`config.mk`:
```
export PLATFORM = sky130hd
export DESIGN_NAME = tilemap_writer
export DESIGN_NICKNAME = d
export VERILOG_FILES = /design/src/rtl/tilemap_writer.sv
export SDC_FILE = /design/constraint.sdc
export NUM_CORES = 1
export LEC_CHECK = 0
export CORE_MARGIN = 2
export CORE_UTILIZATION = 57
export CTS_CLUSTER_SIZE = 40
export DETAILED_ROUTE_END_ITERATION = 12
export PLACE_DENSITY_LB_ADDON = 0.15
export SETUP_SLACK_MARGIN = 0.2
export SYNTH_ARGS = -nofsm -noshare
export SYNTH_HDL_FRONTEND = slang
export SYNTH_SLANG_ARGS = --single-unit
```
`constraint.sdc`:
```
create_clock -name i_clk -period 4.72 [get_ports i_clk]
set_input_delay 0.472 -clock i_clk [delete_from_list [all_inputs] [get_ports i_clk]]
set_output_delay 0.472 -clock i_clk [all_outputs]
set_load 0.03 [all_outputs]
```
`src/rtl/tilemap_writer.sv`:
```
// Command-driven writer for the tile-index RAM: single write, rectangle fill, clear all.
// Optional macro TILEMAP_CLIP_EN suppresses writes to off-grid slots.
module tilemap_writer #(
  parameter int unsigned COLS        = 120,
  parameter int unsigned ROWS        = 68,
  parameter logic [5:0]  TRANSPARENT = 6'd63
) (
  input  logic        i_clk,
  input  logic        i_rst,
  input  logic        i_cmd_valid,
  output logic        o_cmd_ready,
  input  logic [1:0]  i_cmd_op,
  input  logic [6:0]  i_cmd_x,
  input  logic [6:0]  i_cmd_y,
  input  logic [6:0]  i_cmd_w,
  input  logic [6:0]  i_cmd_h,
  input  logic [5:0]  i_cmd_tile,
  output logic        o_wr_en,
  output logic [12:0] o_wr_address,
  output logic [5:0]  o_wr_data,
  output logic        o_busy,
  output logic        o_done
);

  localparam int unsigned AW = 13;
  localparam int unsigned CW = 7;
  localparam int unsigned PW = 8;
  localparam int unsigned TW = 6;

  typedef enum logic [1:0] {S_IDLE, S_RUN, S_DONE} state_t;

  state_t        state, state_n;
  logic [CW-1:0] x0, x0_n, w_r, w_n, col_left, col_left_n, row_left, row_left_n;
  logic [PW-1:0] cx, cx_n, cy, cy_n;
  logic [AW-1:0] row_base, row_base_n, addr_n;
  logic [TW-1:0] tile, tile_n, data_n;
  logic          ready_n, wr_en_n, busy_n, done_n, slot_ok;
  logic [CW-1:0] cmd_x, cmd_y, cmd_w, cmd_h;
  logic [TW-1:0] cmd_tile;
  logic          cmd_null;

  // Per-op field override: single write is 1x1, clear is the full grid in the transparent tile
  always_comb begin
    cmd_x    = i_cmd_x;
    cmd_y    = i_cmd_y;
    cmd_w    = i_cmd_w;
    cmd_h    = i_cmd_h;
    cmd_tile = i_cmd_tile;
    cmd_null = 1'b0;
    case (i_cmd_op)
      2'b00: begin
        cmd_w = CW'(1);
        cmd_h = CW'(1);
      end
      2'b10: begin
        cmd_x    = '0;
        cmd_y    = '0;
        cmd_w    = CW'(COLS);
        cmd_h    = CW'(ROWS);
        cmd_tile = TRANSPARENT;
      end
      2'b11:   cmd_null = 1'b1;
      default: ;
    endcase
    if (cmd_w == '0 || cmd_h == '0) cmd_null = 1'b1;
  end

  // Next state and next register values; outputs are registered from the next-slot values
  always_comb begin
    state_n    = state;
    x0_n       = x0;
    w_n        = w_r;
    tile_n     = tile;
    cx_n       = cx;
    cy_n       = cy;
    row_base_n = row_base;
    col_left_n = col_left;
    row_left_n = row_left;
    ready_n    = 1'b0;
    wr_en_n    = 1'b0;
    busy_n     = o_busy;
    done_n     = 1'b0;
    addr_n     = o_wr_address;
    data_n     = o_wr_data;
    slot_ok    = 1'b1;

    case (state)
      S_IDLE: begin
        ready_n = 1'b1;
        busy_n  = 1'b0;
        if (i_cmd_valid && o_cmd_ready) begin
          ready_n = 1'b0;
          busy_n  = 1'b1;
          if (cmd_null) begin
            state_n = S_DONE;
            done_n  = 1'b1;
          end else begin
            state_n    = S_RUN;
            x0_n       = cmd_x;
            w_n        = cmd_w;
            tile_n     = cmd_tile;
            cx_n       = PW'(cmd_x);
            cy_n       = PW'(cmd_y);
            row_base_n = AW'(32'(cmd_y) * COLS);
            col_left_n = cmd_w;
            row_left_n = cmd_h;
          end
        end
      end
      S_RUN: begin
        busy_n = 1'b1;
        if (col_left == CW'(1)) begin
          if (row_left == CW'(1)) begin
            state_n = S_DONE;
            done_n  = 1'b1;
          end else begin
            cx_n       = PW'(x0);
            cy_n       = cy + PW'(1);
            row_base_n = row_base + AW'(COLS);
            col_left_n = w_r;
            row_left_n = row_left - CW'(1);
          end
        end else begin
          cx_n       = cx + PW'(1);
          col_left_n = col_left - CW'(1);
        end
      end
      S_DONE: begin
        state_n = S_IDLE;
        ready_n = 1'b1;
        busy_n  = 1'b0;
      end
      default: state_n = S_IDLE;
    endcase

`ifdef TILEMAP_CLIP_EN
    slot_ok = (cx_n < PW'(COLS)) && (cy_n < PW'(ROWS));
`else
    slot_ok = 1'b1;
`endif

    if (state_n == S_RUN) begin
      wr_en_n = slot_ok;
      addr_n  = row_base_n + AW'(cx_n);
      data_n  = tile_n;
    end
  end

  always_ff @(posedge i_clk) begin
    if (i_rst) begin
      state        <= S_IDLE;
      x0           <= '0;
      w_r          <= '0;
      tile         <= '0;
      cx           <= '0;
      cy           <= '0;
      row_base     <= '0;
      col_left     <= '0;
      row_left     <= '0;
      o_cmd_ready  <= 1'b0;
      o_wr_en      <= 1'b0;
      o_wr_address <= '0;
      o_wr_data    <= '0;
      o_busy       <= 1'b0;
      o_done       <= 1'b0;
    end else begin
      state        <= state_n;
      x0           <= x0_n;
      w_r          <= w_n;
      tile         <= tile_n;
      cx           <= cx_n;
      cy           <= cy_n;
      row_base     <= row_base_n;
      col_left     <= col_left_n;
      row_left     <= row_left_n;
      o_cmd_ready  <= ready_n;
      o_wr_en      <= wr_en_n;
      o_wr_address <= addr_n;
      o_wr_data    <= data_n;
      o_busy       <= busy_n;
      o_done       <= done_n;
    end
  end

endmodule

```
==> impl_results.md <==
- Grt met2 use: between 40% and 50%
- Die area: 9970 µm²
- TritonCTS clock tree: done
- Post-synth top area share: about 30%
- Worst-Skew Late Latency: ~0.36 ns
- EDFF count, synth: 0
- Gr busiest metal: met2
- Grt met1 use: between 30 and 40%
- DP Worst Slack: -0.0864 ns
- Distinct cells, synth: between 70 and 80
- Fin crit share: 89.6%
- Peak supply drop: 222 µV
- Drt pass-1 iters: 5
- Vias in the first global route: between 4,000 and 5,000
- Synth Register Bits: 80
- Mapped Area: ~5200 µm²
- Crit path max-delay cell type: clkdlybuf4s50_1
- P&R area growth vs syn: 19.3%
- Final net count: 795
- Wire length of the first global-routing pass: roughly 24 mm
- Min cycle time layout: 4.23 ns
- Clock tree buffer depth: 2
- Setup violations, final: 0
- IO Port Bufs: 61
- Leading area contributor after synthesis: dfxtp_1
- Routed Wire Length: ~14 mm
- Root Buffer: clkbuf_8
- Max-cap viol count: 0
- P_leak: approximately 2.5 nW
- CP Max Fanout: 5
- Min-delay worst type: reg -> reg
- # diodes: 0
- Asr flop ratio synth: 0%
- Power density cells: between 300 and 400 nW/µm²
- Avg Cell Area, Syn: approximately 8.0 µm²
- Syn. warnings: 0
- DRC: 0
- Num CTS Buffers: 9
- Initial antenna violation count: 0
- Core Rows: 34
- Status: completed
- Critical Path Start Type: input pin
- Data arrival time of the critical path: around 4.5 ns
- Critical path cell sequence: clkdlybuf4s50_1 -> xnor2_1 -> nor2_1 -> ha_1 -> fa_1 -> inv_1 -> fa_1 -> nor2b_1 -> nor3_2 -> a2bb2oi_2 -> ha_1 -> nor3_1 -> nor2_1 -> o21ai_0 -> buf_4 -> a211oi_1 -> a21oi_1 -> o311ai_1 -> o311ai_1
- Commonest cells post-synth: nor2_1, dfxtp_1, a21oi_1
- Worst-Margin Slew: between 0.8 and 0.9 ns
- Final hold violations: 0
- Layout cells sized above 1: under 10%
- Vias: between 5,000 and 6,000
- Clock skew: ~0.012 ns
- Top-count cell post-synth: nor2_1
- H-tree Lvls: 3
- Starting DRT DRC Count: 270
- Final setup margin: 0.492 ns
- Top cells by area, synth: dfxtp_1, ha_1, nor2_1
- Max Freq: approximately 0.24 GHz
- Overall Global Routing Usage: between 20% and 30%
- I/O Pins: 62
- Die X: 99.8 µm
- CTS resizes: 0
- Clk pin slew, worst setup/hold paths: around 0.09 ns
- Max Slew Vio Count: 0
- Number of post-CTS setup repair buffers: 0
- Clock Sinks: 80
- DRT antenna net count: 0
- Routed length per instance: roughly 17 µm
- Rel. slew slack: 42.0%
- Seq/Total Area, Yosys: between 30% and 40%
- Core ar.: ~8800 µm²
- Post-Place Cell Area: between 6000 and 7000 µm²
- Crit path kind: in -> reg
- Post-Syn Instances: 656
- CP required: around 4.9 ns
- Met3 usage: 4.74%
- Worst hold slack: approximately 0.46 ns
- Most used DFF post-synth: dfxtp_1
- CP max stage delay: between 0.5 and 0.6 ns
- DP HPWL: about 10 mm
- Die height: between 90 and 100 µm
- Pwr Total: slightly below 2 mW
- RSZ-0062 raised after global routing: no
- Initial Util: 59.5%
- Total gr overflow: 0
- Largest net degree at the start of global routing: 55
- Final Wtd Congestion: roughly 0.98
- Hold_buf cts: 0
- Design area: approximately 6200 µm²
- Mapped Nets: around 740
- Crit. End Element: flip-flop
- Vias per cell: between 6 and 7
## flip-flops by register name, summed over array words and instances (netlist names)
register and flops:
o_done 1, row_base 13, o_wr_en 1, tile 6, o_busy 1, w_r 7
o_wr_address 13, row_left 7, col_left 7, cx 8, o_wr_data 6, state 2
o_cmd_ready 1, x0 7
## final cells by class
cell class,count,area (µm²)
Multi-Input combinational cell,505,3390
Fill cell,729,2560
Sequential cell,80,1600
Timing Repair Buffer,83,776
Inverter,37,139
Tap cell,108,135
Clock buffer,9,124
Clock inverter,7,78.8
## routing by layer
metal / share of wire [%] / wire length, µm
met2: 47 / 6730
met4: 2.4 / 342
met1: 43 / 6160
met3: 6.9 / 977
met5: 0 / 0
## cell families (layout without fill, tap and decap cells)
group / after synthesis / count (layout) / synth area share, %
muxes: 12 / 12 / 2.32
DFF: 80 / 80 / 30.6
xor gates and xnor gates: 19 / 19 / 3.18
adders and majority gates: 40 / 40 / 10.8
buffers and inverters: 71 / 136 / 5.38
and+or+nand+nor: 249 / 249 / 23.5
AOI/OAI and AO/OA: 185 / 185 / 24.2
## worst paths after layout
path,startpoint,to,slack (ns),depth (start not counted)
setup / recovery,i_cmd_y[0],o_wr_address[12],0.49,19
hold / removal,o_wr_address[5],o_wr_address[5],0.46,2
setup reg to reg,col_left[2],o_wr_address[12],0.55,15
hold reg to reg,o_wr_address[5],o_wr_address[5],0.46,2
## placed cells by master, fill, tap and decap left out, types with 12 or more instances in the layout
master | Yosys | layout
and2_1 | 26 | 26
o21ai_0 | 32 | 32
xnor2_1 | 15 | 15
clkdlybuf4s50_1 | 0 | 58
nand2_1 | 52 | 52
ha_1 | 31 | 31
inv_1 | 37 | 37
nor3_1 | 13 | 12
a21oi_1 | 56 | 55
dfxtp_1 | 80 | 80
nor2_1 | 81 | 80
nand3_1 | 24 | 24
a211oi_1 | 19 | 19
buf_4 | 1 | 22
## power by group
part	total [mW]	switching [mW]	internal, mW
Clock	0.530	0.279	0.251
Sequential	0.762	0.0408	0.722
Combinational	0.685	0.398	0.287
Total	1.98	0.717	1.26
## worst max-delay path, delay by kind of cell
family,cells,cell delay (ns)
simple gates,5,0.64
compound gates,6,0.95
fa+ha+maj,4,1.44
buf+inv,3,0.80
xor+xnor,1,0.14
## metrics by stage
stage	setup TNS, ns	utilization, %	std cells
detailed placement	-0.0864	68.2	813
finish	0	71.0	829
global placement	0	68.2	813
CTS	0	70.5	829
global route	0	71.0	829
floorplan	0	-	656
No activity file was read; power rests on OpenSTA's default activity.
